==> src/rtl/envelope_meter_pkg.sv <==
// -----------------------------------------------------------------------------
// envelope_meter_pkg
// Shared constants for the stereo envelope meter: AXI-Lite register offsets,
// CTRL/STATUS bit positions, the clip threshold, the WINDOW reset value and
// the register-select decode used by the AXI-Lite block.
// -----------------------------------------------------------------------------
package envelope_meter_pkg;

  // Register byte offsets
  localparam logic [3:0] REG_CTRL_OFS   = 4'h0;
  localparam logic [3:0] REG_WINDOW_OFS = 4'h4;
  localparam logic [3:0] REG_PEAK_OFS   = 4'h8;
  localparam logic [3:0] REG_STATUS_OFS = 4'hC;

  // CTRL bits
  localparam int CTRL_EN_BIT    = 0;
  localparam int CTRL_FRAME_BIT = 1;

  // STATUS bits (WCOUNT occupies [15:0])
  localparam int STATUS_NEW_BIT    = 16;
  localparam int STATUS_CLIP_L_BIT = 17;
  localparam int STATUS_CLIP_R_BIT = 18;

  localparam logic [15:0] CLIP_THRESH  = 16'h7FFF;
  localparam logic [15:0] WINDOW_RESET = 16'h0400;

  typedef enum logic [2:0] {
    SEL_CTRL,
    SEL_WINDOW,
    SEL_PEAK,
    SEL_STATUS,
    SEL_NONE
  } reg_sel_e;

  // Byte-lane bits [1:0] are ignored; registers are word aligned.
  function automatic reg_sel_e decode_reg(input logic [3:0] addr);
    reg_sel_e sel;
    case ({addr[3:2], 2'b00})
      REG_CTRL_OFS:   sel = SEL_CTRL;
      REG_WINDOW_OFS: sel = SEL_WINDOW;
      REG_PEAK_OFS:   sel = SEL_PEAK;
      REG_STATUS_OFS: sel = SEL_STATUS;
      default:        sel = SEL_NONE;
    endcase
    return sel;
  endfunction

endpackage

==> src/rtl/envelope_meter_chan.sv <==
// -----------------------------------------------------------------------------
// envelope_meter_chan
// One metering channel: running maximum over the current window, the peak
// latched when a window closes, and a sticky clip flag.
//
// Ports:
//   aclk, aresetn   clock, synchronous active-low reset
//   sample_i        unsigned envelope sample for this channel
//   sample_en_i     sample is accepted and metering is enabled
//   close_i         this sample closes the window (only honoured with sample_en_i)
//   clear_run_i     discard the partial window (register write or meter disabled)
//   clip_clr_i      software clear of the clip flag
//   peak_o          last latched window peak
//   clip_o          sticky clip flag
// -----------------------------------------------------------------------------
module envelope_meter_chan
  import envelope_meter_pkg::*;
#(
  parameter int WIDTH = 16
) (
  input  logic             aclk,
  input  logic             aresetn,
  input  logic [WIDTH-1:0] sample_i,
  input  logic             sample_en_i,
  input  logic             close_i,
  input  logic             clear_run_i,
  input  logic             clip_clr_i,
  output logic [WIDTH-1:0] peak_o,
  output logic             clip_o
);

  logic [WIDTH-1:0] run_q, run_d;
  logic [WIDTH-1:0] peak_q, peak_d;
  logic [WIDTH-1:0] run_max;
  logic             clip_q, clip_d;

  always_comb begin
    run_max = (sample_i > run_q) ? sample_i : run_q;
    run_d   = run_q;
    peak_d  = peak_q;
    clip_d  = clip_q;

    if (clear_run_i) begin
      run_d = '0;
    end else if (sample_en_i) begin
      if (close_i) begin
        // The closing sample itself takes part in the window peak.
        peak_d = run_max;
        run_d  = '0;
      end else begin
        run_d = run_max;
      end
    end

    // Clear first so that a clipping sample in the same cycle wins.
    if (clip_clr_i) begin
      clip_d = 1'b0;
    end
    if (sample_en_i && (sample_i >= WIDTH'(CLIP_THRESH))) begin
      clip_d = 1'b1;
    end
  end

  always_ff @(posedge aclk) begin
    if (!aresetn) begin
      run_q  <= '0;
      peak_q <= '0;
      clip_q <= 1'b0;
    end else begin
      run_q  <= run_d;
      peak_q <= peak_d;
      clip_q <= clip_d;
    end
  end

  assign peak_o = peak_q;
  assign clip_o = clip_q;

endmodule

==> src/rtl/envelope_meter_axis.sv <==
// -----------------------------------------------------------------------------
// envelope_meter_axis
// Stereo envelope meter. The 32-bit envelope stream passes through a one-stage
// AXI4-Stream register slice untouched; per channel the maximum over a
// programmable sample window (or a TLAST-delimited frame) is latched and made
// visible over AXI4-Lite together with a window counter and sticky clip flags.
//
// Ports:
//   aclk, aresetn                 clock, synchronous active-low reset
//   s_axis_tdata/tlast/tvalid     envelope input, [15:0]=L, [31:16]=R
//   s_axis_tready                 input ready
//   m_axis_tdata/tlast/tvalid     registered pass-through output
//   m_axis_tready                 downstream ready
//   s_axi_*                       AXI4-Lite slave, registers:
//                                 0x0 CTRL, 0x4 WINDOW, 0x8 PEAK, 0xC STATUS
// -----------------------------------------------------------------------------
module envelope_meter_axis
  import envelope_meter_pkg::*;
#(
  parameter int C_S_AXI_DATA_WIDTH = 32,
  parameter int C_S_AXI_ADDR_WIDTH = 4,
  parameter int AUDIO_WIDTH        = 16
) (
  input  logic                            aclk,
  input  logic                            aresetn,
  // stream in
  input  logic [2*AUDIO_WIDTH-1:0]        s_axis_tdata,
  input  logic                            s_axis_tlast,
  input  logic                            s_axis_tvalid,
  output logic                            s_axis_tready,
  // stream out
  output logic [2*AUDIO_WIDTH-1:0]        m_axis_tdata,
  output logic                            m_axis_tlast,
  output logic                            m_axis_tvalid,
  input  logic                            m_axis_tready,
  // AXI4-Lite write
  input  logic [C_S_AXI_ADDR_WIDTH-1:0]   s_axi_awaddr,
  input  logic                            s_axi_awvalid,
  output logic                            s_axi_awready,
  input  logic [C_S_AXI_DATA_WIDTH-1:0]   s_axi_wdata,
  input  logic [C_S_AXI_DATA_WIDTH/8-1:0] s_axi_wstrb,
  input  logic                            s_axi_wvalid,
  output logic                            s_axi_wready,
  output logic [1:0]                      s_axi_bresp,
  output logic                            s_axi_bvalid,
  input  logic                            s_axi_bready,
  // AXI4-Lite read
  input  logic [C_S_AXI_ADDR_WIDTH-1:0]   s_axi_araddr,
  input  logic                            s_axi_arvalid,
  output logic                            s_axi_arready,
  output logic [C_S_AXI_DATA_WIDTH-1:0]   s_axi_rdata,
  output logic [1:0]                      s_axi_rresp,
  output logic                            s_axi_rvalid,
  input  logic                            s_axi_rready
);

  // ---------------------------------------------------------------------------
  // Stream register slice
  // ---------------------------------------------------------------------------
  logic [2*AUDIO_WIDTH-1:0] tdata_q;
  logic                     tlast_q;
  logic                     tvalid_q;
  logic                     in_hs;
  logic                     out_hs;

  assign s_axis_tready = m_axis_tready || !tvalid_q;
  assign in_hs         = s_axis_tvalid && s_axis_tready;
  assign out_hs        = tvalid_q && m_axis_tready;

  always_ff @(posedge aclk) begin
    if (!aresetn) begin
      tdata_q  <= '0;
      tlast_q  <= 1'b0;
      tvalid_q <= 1'b0;
    end else if (in_hs) begin
      tdata_q  <= s_axis_tdata;
      tlast_q  <= s_axis_tlast;
      tvalid_q <= 1'b1;
    end else if (out_hs) begin
      tvalid_q <= 1'b0;
    end
  end

  assign m_axis_tdata  = tdata_q;
  assign m_axis_tlast  = tlast_q;
  assign m_axis_tvalid = tvalid_q;

  // ---------------------------------------------------------------------------
  // AXI4-Lite write channel
  // ---------------------------------------------------------------------------
  logic     awready_q;
  logic     bvalid_q;
  logic     wr_fire;
  reg_sel_e wr_sel;
  logic     ctrl_wr;
  logic     window_wr;
  logic     status_wr;

  // The write takes effect on the edge that completes the address/data
  // handshake; the master keeps addr/data stable until then.
  assign wr_fire   = awready_q && s_axi_awvalid && s_axi_wvalid;
  assign wr_sel    = decode_reg(s_axi_awaddr[3:0]);
  assign ctrl_wr   = wr_fire && (wr_sel == SEL_CTRL);
  assign window_wr = wr_fire && (wr_sel == SEL_WINDOW);
  assign status_wr = wr_fire && (wr_sel == SEL_STATUS);

  always_ff @(posedge aclk) begin
    if (!aresetn) begin
      awready_q <= 1'b0;
      bvalid_q  <= 1'b0;
    end else begin
      awready_q <= !awready_q && s_axi_awvalid && s_axi_wvalid;
      if (wr_fire) begin
        bvalid_q <= 1'b1;
      end else if (s_axi_bready) begin
        bvalid_q <= 1'b0;
      end
    end
  end

  assign s_axi_awready = awready_q;
  assign s_axi_wready  = awready_q;
  assign s_axi_bvalid  = bvalid_q;
  assign s_axi_bresp   = 2'b00;

  // ---------------------------------------------------------------------------
  // Control registers and window bookkeeping
  // ---------------------------------------------------------------------------
  logic        en_q;
  logic        frame_q;
  logic [15:0] window_q;
  logic [15:0] cnt_q, cnt_d;
  logic [15:0] wcount_q, wcount_d;
  logic        new_q, new_d;
  logic [15:0] win_last;
  logic        sample_en;
  logic        close_cond;
  logic        close_win;
  logic        clear_run;
  logic        rd_peak;

  // A window of 0 behaves like a window of 1.
  assign win_last   = (window_q == 16'd0) ? 16'd0 : (window_q - 16'd1);
  assign sample_en  = in_hs && en_q;
  assign close_cond = frame_q ? s_axis_tlast : (cnt_q == win_last);
  // A CTRL/WINDOW write restarts the window, so it suppresses a close.
  assign clear_run  = ctrl_wr || window_wr || !en_q;
  assign close_win  = sample_en && close_cond && !clear_run;

  always_comb begin
    cnt_d    = cnt_q;
    wcount_d = wcount_q;
    new_d    = new_q;

    if (clear_run) begin
      cnt_d = '0;
    end else if (sample_en) begin
      cnt_d = close_win ? 16'd0 : (cnt_q + 16'd1);
    end

    if (close_win) begin
      wcount_d = wcount_q + 16'd1;
    end

    // A latch in the same cycle as a PEAK read keeps NEW set.
    if (close_win) begin
      new_d = 1'b1;
    end else if (rd_peak) begin
      new_d = 1'b0;
    end
  end

  always_ff @(posedge aclk) begin
    if (!aresetn) begin
      en_q     <= 1'b1;
      frame_q  <= 1'b0;
      window_q <= WINDOW_RESET;
      cnt_q    <= '0;
      wcount_q <= '0;
      new_q    <= 1'b0;
    end else begin
      if (ctrl_wr) begin
        en_q    <= s_axi_wdata[CTRL_EN_BIT];
        frame_q <= s_axi_wdata[CTRL_FRAME_BIT];
      end
      if (window_wr) begin
        window_q <= s_axi_wdata[15:0];
      end
      cnt_q    <= cnt_d;
      wcount_q <= wcount_d;
      new_q    <= new_d;
    end
  end

  // ---------------------------------------------------------------------------
  // Per-channel meters: index 0 = L (tdata low half), 1 = R
  // ---------------------------------------------------------------------------
  logic [AUDIO_WIDTH-1:0] peak_ch [2];
  logic                   clip_ch [2];

  for (genvar gi = 0; gi < 2; gi++) begin : g_chan
    envelope_meter_chan #(
      .WIDTH(AUDIO_WIDTH)
    ) u_chan (
      .aclk        (aclk),
      .aresetn     (aresetn),
      .sample_i    (s_axis_tdata[gi*AUDIO_WIDTH +: AUDIO_WIDTH]),
      .sample_en_i (sample_en),
      .close_i     (close_win),
      .clear_run_i (clear_run),
      .clip_clr_i  (status_wr && s_axi_wdata[STATUS_CLIP_L_BIT + gi]),
      .peak_o      (peak_ch[gi]),
      .clip_o      (clip_ch[gi])
    );
  end

  // ---------------------------------------------------------------------------
  // AXI4-Lite read channel
  // ---------------------------------------------------------------------------
  logic                          arready_q;
  logic                          rvalid_q;
  logic [C_S_AXI_DATA_WIDTH-1:0] rdata_q;
  logic [C_S_AXI_DATA_WIDTH-1:0] rd_word;
  logic                          rd_fire;
  reg_sel_e                      rd_sel;

  assign rd_fire = arready_q && s_axi_arvalid;
  assign rd_sel  = decode_reg(s_axi_araddr[3:0]);
  assign rd_peak = rd_fire && (rd_sel == SEL_PEAK);

  always_comb begin
    rd_word = '0;
    case (rd_sel)
      SEL_CTRL: begin
        rd_word[CTRL_EN_BIT]    = en_q;
        rd_word[CTRL_FRAME_BIT] = frame_q;
      end
      SEL_WINDOW: rd_word[15:0] = window_q;
      SEL_PEAK:   rd_word[2*AUDIO_WIDTH-1:0] = {peak_ch[1], peak_ch[0]};
      SEL_STATUS: begin
        rd_word[15:0]              = wcount_q;
        rd_word[STATUS_NEW_BIT]    = new_q;
        rd_word[STATUS_CLIP_L_BIT] = clip_ch[0];
        rd_word[STATUS_CLIP_R_BIT] = clip_ch[1];
      end
      default: rd_word = '0;
    endcase
  end

  always_ff @(posedge aclk) begin
    if (!aresetn) begin
      arready_q <= 1'b0;
      rvalid_q  <= 1'b0;
      rdata_q   <= '0;
    end else begin
      // One outstanding read: no new address until the data is taken.
      arready_q <= !arready_q && !rvalid_q && s_axi_arvalid;
      if (rd_fire) begin
        rvalid_q <= 1'b1;
        rdata_q  <= rd_word;
      end else if (s_axi_rready) begin
        rvalid_q <= 1'b0;
      end
    end
  end

  assign s_axi_arready = arready_q;
  assign s_axi_rvalid  = rvalid_q;
  assign s_axi_rdata   = rdata_q;
  assign s_axi_rresp   = 2'b00;

  // Inputs that carry no information for this register map.
  logic unused_ok;
  assign unused_ok = &{1'b0, s_axi_wstrb, s_axi_wdata[C_S_AXI_DATA_WIDTH-1:19],
                       s_axi_wdata[16], s_axi_awaddr[1:0], s_axi_araddr[1:0]};

endmodule

==> config.mk <==
export PLATFORM = sky130hd
export DESIGN_NAME = envelope_meter_axis
export DESIGN_NICKNAME = d
export VERILOG_FILES = /design/src/rtl/envelope_meter_pkg.sv /design/src/rtl/envelope_meter_chan.sv /design/src/rtl/envelope_meter_axis.sv
export SDC_FILE = /design/constraint.sdc
export NUM_CORES = 1
export LEC_CHECK = 0
export ABC_AREA = 1
export CORE_ASPECT_RATIO = 0.9
export CORE_MARGIN = 1.5
export CORE_UTILIZATION = 35
export CTS_CLUSTER_DIAMETER = 60
export DETAILED_ROUTE_END_ITERATION = 16
export GPL_TIMING_DRIVEN = 0
export SLEW_MARGIN = 20
export SYNTH_ARGS = -nofsm -noshare
export SYNTH_HDL_FRONTEND = slang
export SYNTH_SLANG_ARGS = --single-unit
==> constraint.sdc <==
create_clock -name aclk -period 3.1 [get_ports aclk]
set_input_delay 0.62 -clock aclk [delete_from_list [all_inputs] [get_ports aclk]]
set_output_delay 0.62 -clock aclk [all_outputs]
set_load 0.05 [all_outputs]
After elaboration in Yosys (flattened, before gate mapping)
Index checks and enable logic that the tools add are counted.
{"block": "word_totals", "ff_bits": 187, "in_bits": 86}
{"block": "classes", "add_sub_neg": 3, "n_lt_le_gt_ge": 4, "eq_ne": 12, "mux": 25, "bitwise_logic": 2, "n_reduce_logical": 42}
{"cell": "$mux W16", "count": 6}
{"cell": "$pmux W14 S3", "count": 1}
{"cell": "$add A16 B1 Y16 const B", "count": 2}
{"cell": "$ge A16 B15 Y1 const B", "count": 2}
{"cell": "$gt A16 B16 Y1", "count": 2}
{"cell": "$pmux W3 S4", "count": 2}
{"cell": "$logic_and A1 B1 Y1", "count": 20}
{"cell": "$eq A16 B16 Y1", "count": 1}
{"cell": "$logic_not A16 Y1", "count": 1}
{"cell": "$sub A16 B1 Y16 const B", "count": 1}
{"cell": "$mux W1", "count": 13}
{"cell": "$mux W13", "count": 1}
{"cell": "$reduce_bool A2 Y1", "count": 6}
{"cell": "$eq A3 B2 Y1 const B", "count": 3}
{"cell": "$eq A2 B2 Y1 const B", "count": 4}
{"cell": "$pmux W2 S4", "count": 1}
{"cell": "$eq A3 B1 Y1 const B", "count": 2}
{"cell": "$logic_not A1 Y1", "count": 6}
{"cell": "$logic_not A3 Y1", "count": 2}
{"cell": "$pmux W3 S2", "count": 1}
{"cell": "$eq A2 B1 Y1 const B", "count": 2}
{"cell": "$logic_not A2 Y1", "count": 2}
{"cell": "$logic_or A1 B1 Y1", "count": 3}
{"cell": "$reduce_and A3 Y1", "count": 1}
{"cell": "2 further kinds", "count": 3}

Longest topological paths before layout
Gate-level depths: netlist of run 1.
{"block": "logic_depth", "ltp_word": 9, "ltp_mapped": 18, "mapped_depth_nobuf": 17}

Modules after synthesis
Synthesis of run 1 repeated with hierarchy kept, for this count alone.
{"block": "hier_totals", "cells_unflattened": 1484, "area_unflattened_um2": 9938.3}
{"module": "envelope_meter_axis", "instances": 1, "cells_per_inst": 838, "area_per_inst_um2": 5796.8}
{"module": "envelope_meter_chan", "instances": 2, "cells_per_inst": 323, "area_per_inst_um2": 2070.7}

Least setup slack after synthesis of run 1
No wires, ideal clock.
{"block": "synth_path", "kind": "input port to flip-flop", "startpoint": "input m_axis_tready", "endpoint": "register cnt_q[14]", "setup_ns": 0.116, "arrival_time_ns": 2.489, "t_required_ns": 2.984, "path_slack_ns": 0.495, "path_stages": 14, "cell_sequence": "inv_1 -> nand2_1 -> nand2_1 -> nor2_1 -> clkbuf_1 -> inv_1 -> nor2_1 -> nand2_1 -> inv_1 -> nand2_1 -> inv_1 -> nand4_1 -> xnor2_1 -> and3_1"}
{"block": "synth_via", "elab_chain_len": 6}
{"element": "from (decl)", "line_no": "envelope_meter_axis.sv:35", "text": "input logic m_axis_tready,"}
{"element": "$logic_or A1 B1 Y1 (*)", "line_no": "envelope_meter_axis.sv:66", "text": "assign s_axis_tready = m_axis_tready || !tvalid_q;"}
{"element": "named net s_axis_tready", "line_no": "envelope_meter_axis.sv:30", "text": "output logic s_axis_tready,"}
{"element": "$logic_and A1 B1 Y1 (*)", "line_no": "envelope_meter_axis.sv:67", "text": "assign in_hs = s_axis_tvalid && s_axis_tready;"}
{"element": "$logic_and A1 B1 Y1 (*)", "line_no": "envelope_meter_axis.sv:144", "text": "assign sample_en = in_hs && en_q;"}
{"element": "$logic_and A1 B1 Y1 (2 in a row)", "line_no": "envelope_meter_axis.sv:148", "text": "assign close_win = sample_en && close_cond && !clear_run;"}
{"element": "$mux W16", "line_no": "envelope_meter_axis.sv:158", "text": "cnt_d = close_win ? 16'd0 : (cnt_q + 16'd1);"}
{"element": "to (signal assigned)", "line_no": "envelope_meter_axis.sv:189", "text": "cnt_q <= cnt_d;"}
{"element": "to (decl)", "line_no": "envelope_meter_axis.sv:132", "text": "logic [15:0] cnt_q, cnt_d;"}
Mark *: on every way through the listed nets, which the timed path passes. The rest lies on a longest branch.
A chain may end at the register's enable or synchronous reset.

Worst setup path after layout of run 1
{"block": "layout_path", "startpoint": "input m_axis_tready", "endpoint": "register cnt_q[1]"}
{"block": "layout_via", "elab_chain_len": 6}
{"element": "$logic_or A1 B1 Y1 (*)", "line_no": "envelope_meter_axis.sv:66"}
{"element": "$logic_and A1 B1 Y1 (*)", "line_no": "envelope_meter_axis.sv:67"}
{"element": "$logic_and A1 B1 Y1 (*)", "line_no": "envelope_meter_axis.sv:144"}
{"element": "$logic_and A1 B1 Y1 (2 in a row)", "line_no": "envelope_meter_axis.sv:148"}
{"element": "$mux W16", "line_no": "envelope_meter_axis.sv:158"}
Mark *: on every way between the ends. The rest lies on a longest branch, timed or not.

==> metrics.cfg, run 1 <==
[outcome]
status=finished clean

[critical_path]
crit_path_start_kind=input port
reg2reg_slack_ns=0.32
path_class=in -> reg
end_kind=flop
crit_required_ns=3.47
crit_arrival_ns=3.24
critPathMaxFanout=10

[yosys]
synth-edff-count=0
ys_warn_count=0
synth_seq_cells=187
synth_area_um2=9758
ys.flop_type=dfxtp_1
synth_most_common_cell=nand2_1
yosys-top-cells-area=dfxtp_1 38%, nand2_1 12%, nand3_1 9.0%
synth.avg_cell_area_um2=6.975
synth_commonest_cells=322 x nand2_1, 187 x dfxtp_1, 176 x nand3_1
synth-async-reset-ratio=0
ys_seq_area_frac=0.3836
yosysTopAreaCell=dfxtp_1
syn_inst=1399
yosysUniqueCellTypes=39
synth.top_cell.area_share=0.3836

[layout]
area_delta_synth_final_pct=24.52
antenna_cells=0
nNetsFinal=1677
drive_gt1_frac=0.06378
final_area_um2=12150

[power]
power.leakage_nw=4.870
clkPwrFrac=0.375
ir_drop_mv=0.3405
pwr-share-seq=0.431
combPwrFrac=0.194
power_mw=5.905
p_int_mw=4.031
p_sw_frac=0.3173
p_per_area_nw_per_um2=486.0
power.switching_mw=1.874

[sta]
rsz0062_at_grt=false
finalMaxSlewViolations=0
setup_viol=0
timing.fmax_ghz=0.3486
relSlewSlack=0.5696
hold_ws_ns=0.4650
finClkSkew_ns=0.01035
min_period_ns=2.869
period_share=0.9254
hold_viol_final=0
tightestPinTransition_ns=0.6456

[drt]
drt-total-wl_um=31140
avgRoutedWirePerCell_um=16.20
drtPass1Iterations=6
ant_nets=0
vias=9830
drt_iter0_drc=821
drc=0
vias_per_cell=5.114

[global_route]
track_usage=0.2169
grt_start_max_net_pins=18
busiest_layer=met2
antenna_found_initial=0
grt_use_met2=0.3264
grt_util_met3=0.04049
overflow=0
grt_pass1_vias=9033
met1_usage=0.3154
grt_pass1_wl_um=48530

[placement]
placed_area_um2=11550
dp.final_hpwl_um=23980
io_buffer_count=134
place.gp.congestion=0.9352

[clocking]
numCtsBuffers=17
cts-resized-gates=0
cts_setup_buffers=0
root_buffer=clkbuf_16
clock_path_buffers=2
clk_pin_slew_ns=0.07
clk_latency_ns=0.44
cts_sinks=187
hold_buffers=0
cts-htree-levels=4
cts_tree=built

[die]
core_um2=27170
std_cell_rows=57
io_pins=162
dieHeight_um=161.4
die-area_um2=28890
die_w_um=179.0
initial_core_util=0.3591

[flow_run]
drv_cap=0

[worst_hold_path]
hp-class=reg -> reg

-- stage by stage --
step | cells | util | setup TNS (ns) | setup slack [ns]
floorplan | 1402 | - | 0 | 0.4951
global placement | 1890 | 0.4252 | -19.69 | -0.3470
detailed placement | 1890 | 0.4252 | -22.04 | -0.3637
CTS | 1922 | 0.4464 | 0 | 0.1099
global route | 1922 | 0.4472 | 0 | 0.002131
finish | 1922 | 0.4472 | 0 | 0.2314
-- routing by layer --
| metal | vias up | wire [um] |
|---|---|---|
| met1 | 4542 | 15340 |
| met2 | 305 | 13440 |
| li1 | 4946 | - |
| met5 | - | 0 |
| met3 | 37 | 1892 |
| met4 | 0 | 466 |
-- placed cells by master, fill, tap and decap left out, types with 17 or more instances in the layout --
master | synthesis | routed
nand2_1 | 322 | 321
dfxtp_1 | 187 | 187
nand3_1 | 176 | 175
a21oi_1 | 139 | 139
clkdlybuf4s50_1 | 0 | 134
inv_1 | 120 | 120
nor2_1 | 117 | 117
o21ai_0 | 75 | 75
clkbuf_1 | 53 | 51
ha_1 | 36 | 36
nand4_1 | 23 | 23
xor2_1 | 22 | 22
o21ai_2 | 18 | 18
clkbuf_16 | 0 | 17
-- cell type report --
class	count	area, um^2
Tap cell	354	442.9
Buffer	76	412.9
Fill cell	2776	15020
Inverter	125	469.2
Clock buffer	19	442.9
Multi-Input combinational cell	1014	5165
Sequential cell	187	3744
Timing Repair Buffer	134	1341
Clock inverter	13	132.6
-- worst max-delay path, stage by stage --
cell             delay, ns
clkdlybuf4s50_1       0.40
inv_1                 0.05
nand2_1               0.07
nand2_1               0.41
nor2_1                0.15
clkbuf_2              0.25
inv_1                 0.12
clkbuf_1              0.38
clkbuf_1              0.51
nand3_1               0.15
o21ai_1               0.11
-- sequential cells by signal, summed over array words and instances, names as in the netlist, 2 cells and up --
name and cells:
g_chan.u_chan.clip_o 2, window_q 16, m_axis_tdata 32, s_axi_rdata 32, wcount_q 16, g_chan.u_chan.peak_o 32, g_chan.u_chan.run_q 32, cnt_q 16
-- power by group through the flow --
stage	sequential [mW]	clock [mW]	combinational (mW)
2_1_floorplan	2.72	0	0.602
3_3_place_gp	2.60	0	1.12
3_5_place_dp	2.60	0	1.13
4_1_cts	2.55	2.24	1.13
5_1_grt	2.56	2.35	1.27
6_report	2.55	2.21	1.14
-- final timing paths --
kind,cells after the start,from,to
max,11,m_axis_tready,cnt_q[1]$_SDFFE_PP0P_
min,2,s_axi_bvalid$_SDFFE_PN0P_,s_axi_bvalid$_SDFFE_PN0P_
max reg2reg,18,window_q[0]$_SDFFE_PN0P_,cnt_q[1]$_SDFFE_PP0P_
min reg2reg,2,s_axi_bvalid$_SDFFE_PN0P_,s_axi_bvalid$_SDFFE_PN0P_
-- cell families (layout without fill, tap and decap cells) --
family,count (synthesis),in the layout,synth area share
AOI/OAI and AO/OA,268,268,0.1513
xor gates and xnor gates,26,26,0.02334
adders and majority gates,36,36,0.04616
buffers and inverters,201,367,0.09001
DFF,187,187,0.3836
other,1,4,0.0003843
and+or+nand+nor,680,680,0.3052
(Power assumes the default switching activity.)
==> inputs of run 2 (changes only) <==
- GPL_ROUTABILITY_DRIVEN: unset -> 0
- SETUP_SLACK_MARGIN: unset -> 0.3
==> run 2 against run 1 <==
Net effect:
- critical path depth is 2 higher
- flip-flop and latch count is the same
- via count fell by 0.63%
- routed wire length barely moved
- clock power increased by 2%
- power increased by 1.0%
- setup slack better by 0.21 ns
- cell area increased by 1.0%
- global-route usage grew 0.22 points
- maximum frequency is 7.7% higher
- critical path type unchanged
- critical endpoint is now g_chan[0].u_chan.peak_o[13]$_SDFFE_PN0P_
==> metrics.cfg, run 2 (same netlist as run 1, synthesis figures left out) <==
[sta]
tns_ns=0
period_share=0.8591
relSlewSlack=0.5574
finClkSkew_ns=0.01020
setup_viol=0
tightestPinTransition_ns=0.6638
timing.fmax_ghz=0.3755
rsz0062_at_grt=false
hold_viol_final=0
min_period_ns=2.663
finalMaxSlewViolations=0
setup_ws_ns=0.4368

[power]
power_mw=5.965
ir_drop_mv=0.3477
power.leakage_nw=4.925
p_per_area_nw_per_um2=485.9

[critical_path]
crit_path_start_kind=input port
path_class=in -> reg
crit_start=s_axis_tdata[13]
end_kind=flop
reg2reg_slack_ns=0.55
critPathMaxFanout=10
r2r-start=window_q[0]$_SDFFE_PN0P_
crit_required_ns=3.43
crit_arrival_ns=3.00

[die]
die_w_um=179.0
io_pins=162
core_um2=27170
dieHeight_um=161.4
initial_core_util=0.3591
die-area_um2=28890
std_cell_rows=57

[clocking]
cts_tree=built
clk_pin_slew_ns=0.07
cts_sinks=187
clk_latency_ns=0.44
hold_buffers=0
cts-htree-levels=4
root_buffer=clkbuf_16
clock_path_buffers=2
numCtsBuffers=17

[global_route]
track_usage=0.2191
grt_pass1_vias=9116
grt_pass1_wl_um=49280
antenna_found_initial=0
grt_start_max_net_pins=18
overflow=0

[placement]
post-place-ws_ns=-0.3493
io_buffer_count=134
dp.final_hpwl_um=23930
placed_area_um2=11550

[worst_hold_path]
worst_hold_startpoint=g_chan[1].u_chan.peak_o[12]$_SDFFE_PN0P_
hp-class=reg -> reg

[drt]
ant_nets=0
avgRoutedWirePerCell_um=16.15
drc=0
vias=9768
vias_per_cell=5.072
drtPass1Iterations=5
drt_iter0_drc=726
drt-total-wl_um=31110

[layout]
final_area_um2=12280
layout_common_cells=319 x nand2_1, 187 x dfxtp_1, 174 x nand3_1
area_delta_synth_final_pct=25.81
nNetsFinal=1681
fillers=2754
postLayoutCoreUtil=0.4518
drive_gt1_frac=0.07384
layout_commonest_cell=nand2_1

[outcome]
status=finished clean

[flow_run]
drv_cap=0

run 2: cell type report:
type | instances | area (um^2) | share of cell area
sequential | 187 | 3744 | 0.3049
buffer | 76 | 420.4 | 0.03424
tap | 354 | 442.9 | 0.03608
clock buffer | 18 | 429.2 | 0.03496
timing repair buffer | 138 | 1386 | 0.1129
multi-input combinational | 1014 | 5223 | 0.4254
inverter | 125 | 471.7 | 0.03842
clock inverter | 13 | 157.7 | 0.01284
antenna | 1 | 2.502 | 0.0002038
run 2: worst max-delay path, stage by stage:
cell and delay, ns:
clkdlybuf4s50_1 0.50, ha_1 0.35, nand4_1 0.14, nor3_2 0.22, nand2_1 0.12, nand2_4 0.12
nand2_1 0.12, buf_2 0.19, or2_2 0.30, nand2_1 0.09, nand3_1 0.10, nand2_1 0.08
nor2_1 0.04
run 2: what timing repair did:
item / 4_1_cts / 5_1_grt
gates cloned: 0 / 0
pin swaps: 0 / 3
gates resized for setup: 12 / 20
buffers inserted: 0 / 4
setup endpoints to repair: 82 / 76
run 2: stage by stage:
step,hold WS [ns],instances
floorplan,0.4403,1402
global placement,0.4503,1890
detailed placement,0.4510,1890
CTS,0.4623,1921
global route,0.4821,1925
finish,0.4612,1926
run 2: layer usage:
| metal | GRT usage | up-vias | part of all wire | wire [um] |
|---|---|---|---|---|
| met2 | 0.3356 | 275 | 0.44 | 13580 |
| met1 | 0.3210 | 4518 | 0.50 | 15430 |
| met3 | 0.03131 | 26 | 0.054 | 1672 |
| met4 | 0.05265 | 0 | 0.014 | 431 |
| li1 | - | 4949 | - | - |
| met5 | 0 | - | 0 | 0 |
run 2: worst paths after layout:
check                                             end  cells past startpoint
max          g_chan[0].u_chan.peak_o[13]$_SDFFE_PN0P_                     13
min                      s_axi_rdata[28]$_SDFFE_PN0P_                      2
max reg2reg                 wcount_q[11]$_SDFFE_PN0P_                     18
min reg2reg              s_axi_rdata[28]$_SDFFE_PN0P_                      2
run 2: power by group:
group	internal, mW	switching (mW)	leakage [nW]
registers	2.49	0.0541	1.52
clock network	1.21	1.05	0.278
logic	0.393	0.766	3.13
total	4.10	1.87	4.93
==> inputs of run 3 (changes only) <==
- CAP_MARGIN: unset -> 20
- clock period: 3.1 -> 3.2 ns (I/O delays scaled with it)
==> run 3 against run 2 <==
Net effect:
- power down 3.4%
- highest routed layer unchanged
- sequential power fell by 3%
- global-route usage barely moved
==> metrics.cfg, run 3 (same netlist as run 1, synthesis figures left out) <==
[outcome]
status=finished clean

[clocking]
cts_tree=built
cts_sinks=187
hold_buffers=0
root_buffer=clkbuf_16
numCtsBuffers=17
clk_latency_ns=0.44
clk_pin_slew_ns=0.07
clock_path_buffers=2
cts-htree-levels=4

[layout]
layout_common_cells=319 x nand2_1, 187 x dfxtp_1, 174 x nand3_1
multiInputGateArea_um2=5190
final_area_um2=12270
nNetsFinal=1685
area_delta_synth_final_pct=25.76
drive_gt1_frac=0.07429
fillers=2755
layout_commonest_cell=nand2_1
regArea_um2=3744

[critical_path]
crit_required_ns=3.53
path_class=in -> reg
critPathMaxFanout=10
crit_path_start_kind=input port
reg2regPathDepth=18
end_kind=flop
crit_arrival_ns=3.06

[global_route]
antenna_found_initial=0
grt_pass1_wl_um=49210
grt_start_max_net_pins=18
overflow=0
grt_pass1_vias=9112
track_usage=0.2189

[sta]
timing.fmax_ghz=0.3670
relSlewSlack=0.5348
rsz0062_at_grt=false
finalMaxSlewViolations=0
setup_viol=0
finClkSkew_ns=0.01092
setup_ws_ns=0.4752
hold_viol_final=0
period_share=0.8515
tightestPinTransition_ns=0.6978
min_period_ns=2.725

[die]
die_w_um=179.0
io_pins=162
dieHeight_um=161.4
core_um2=27170
initial_core_util=0.3591
std_cell_rows=57
die-area_um2=28890

[worst_hold_path]
hp-class=reg -> reg
hold_depth=2

[placement]
placed_area_um2=11550
dp.final_hpwl_um=23930
post-place-ws_ns=-0.2693
io_buffer_count=134

[drt]
vias_per_cell=5.058
avgRoutedWirePerCell_um=16.12
drtPass1Iterations=6
ant_nets=0
drt_iter0_drc=768
vias=9761
drc=0
drt-total-wl_um=31110

[power]
power_mw=5.763
p_per_area_nw_per_um2=469.7
ir_drop_mv=0.3352
power.leakage_nw=4.930

[flow_run]
drv_cap=0

-- run 3: cell types whose count changed in the layout (fill, tap and decap cells not counted), moves of 3 or more --
cell / delta
nor2_2: -3
nor2_1: +3
clkbuf_2: +3
buf_4: +4
-- run 3: worst max-delay path, stage by stage --
cell and delay (ns):
clkdlybuf4s50_1 0.50, ha_1 0.35, nand4_1 0.15, nor3_2 0.21
nand2_1 0.13, nand2_4 0.12, nand2_1 0.12, clkbuf_2 0.20
or2_2 0.31, nand2_1 0.09, nand3_1 0.10, nand2_1 0.08
nor2_1 0.04
-- run 3: path summary, 6_finish.rpt --
kind	startpoint	endpoint	slack, ns
setup / recovery	s_axis_tdata[14]	g_chan[0].u_chan.peak_o[13]$_SDFFE_PN0P_	0.48
hold / removal	g_chan[1].u_chan.peak_o[12]$_SDFFE_PN0P_	s_axi_rdata[28]$_SDFFE_PN0P_	0.46
setup reg to reg	window_q[0]$_SDFFE_PN0P_	wcount_q[11]$_SDFFE_PN0P_	0.58
hold reg to reg	g_chan[1].u_chan.peak_o[12]$_SDFFE_PN0P_	s_axi_rdata[28]$_SDFFE_PN0P_	0.46
-- run 3: final cells by class --
| class | count | area share |
|---|---|---|
| clock inverter | 13 | 0.01285 |
| timing repair buffer | 142 | 0.1152 |
| buffer | 76 | 0.03416 |
| multi-input combinational | 1014 | 0.4229 |
| antenna | 1 | 0.0002039 |
| tap | 354 | 0.03609 |
| sequential | 187 | 0.3051 |
| inverter | 125 | 0.03854 |
| clock buffer | 18 | 0.03497 |
-- run 3: what timing repair did --
item | CTS | global route
resized for setup | 4 | 20
endpoints found under the setup margin | 44 | 110
hold endpoints to repair | 0 | 0
setup buffers | 0 | 8
pin swaps | 0 | 2
-- run 3: power by group --
| part | total, mW | internal (mW) | switching [mW] |
|---|---|---|---|
| Sequential | 2.47 | 2.42 | 0.0517 |
| Combinational | 1.12 | 0.377 | 0.738 |
| Clock | 2.18 | 1.17 | 1.01 |
-- run 3: per-layer routing --
layer / vias to the layer above / routed length [um] / track usage
li1: 4955 / - / -
met1: 4502 / 15430 / 0.3203
met2: 281 / 13560 / 0.3356
met3: 23 / 1707 / 0.03131
met4: 0 / 416 / 0.05265
met5: - / 0 / 0
-- run 3: per-stage QoR --
stage	hold slack [ns]	util	cells	TNS, ns
2_1_floorplan	0.4403	-	1402	0
3_3_place_gp	0.4503	0.4252	1890	-11.17
3_5_place_dp	0.4510	0.4252	1890	-12.08
4_1_cts	0.4623	0.4470	1921	0
5_1_grt	0.4821	0.4515	1929	0
6_report	0.4613	0.4516	1930	0
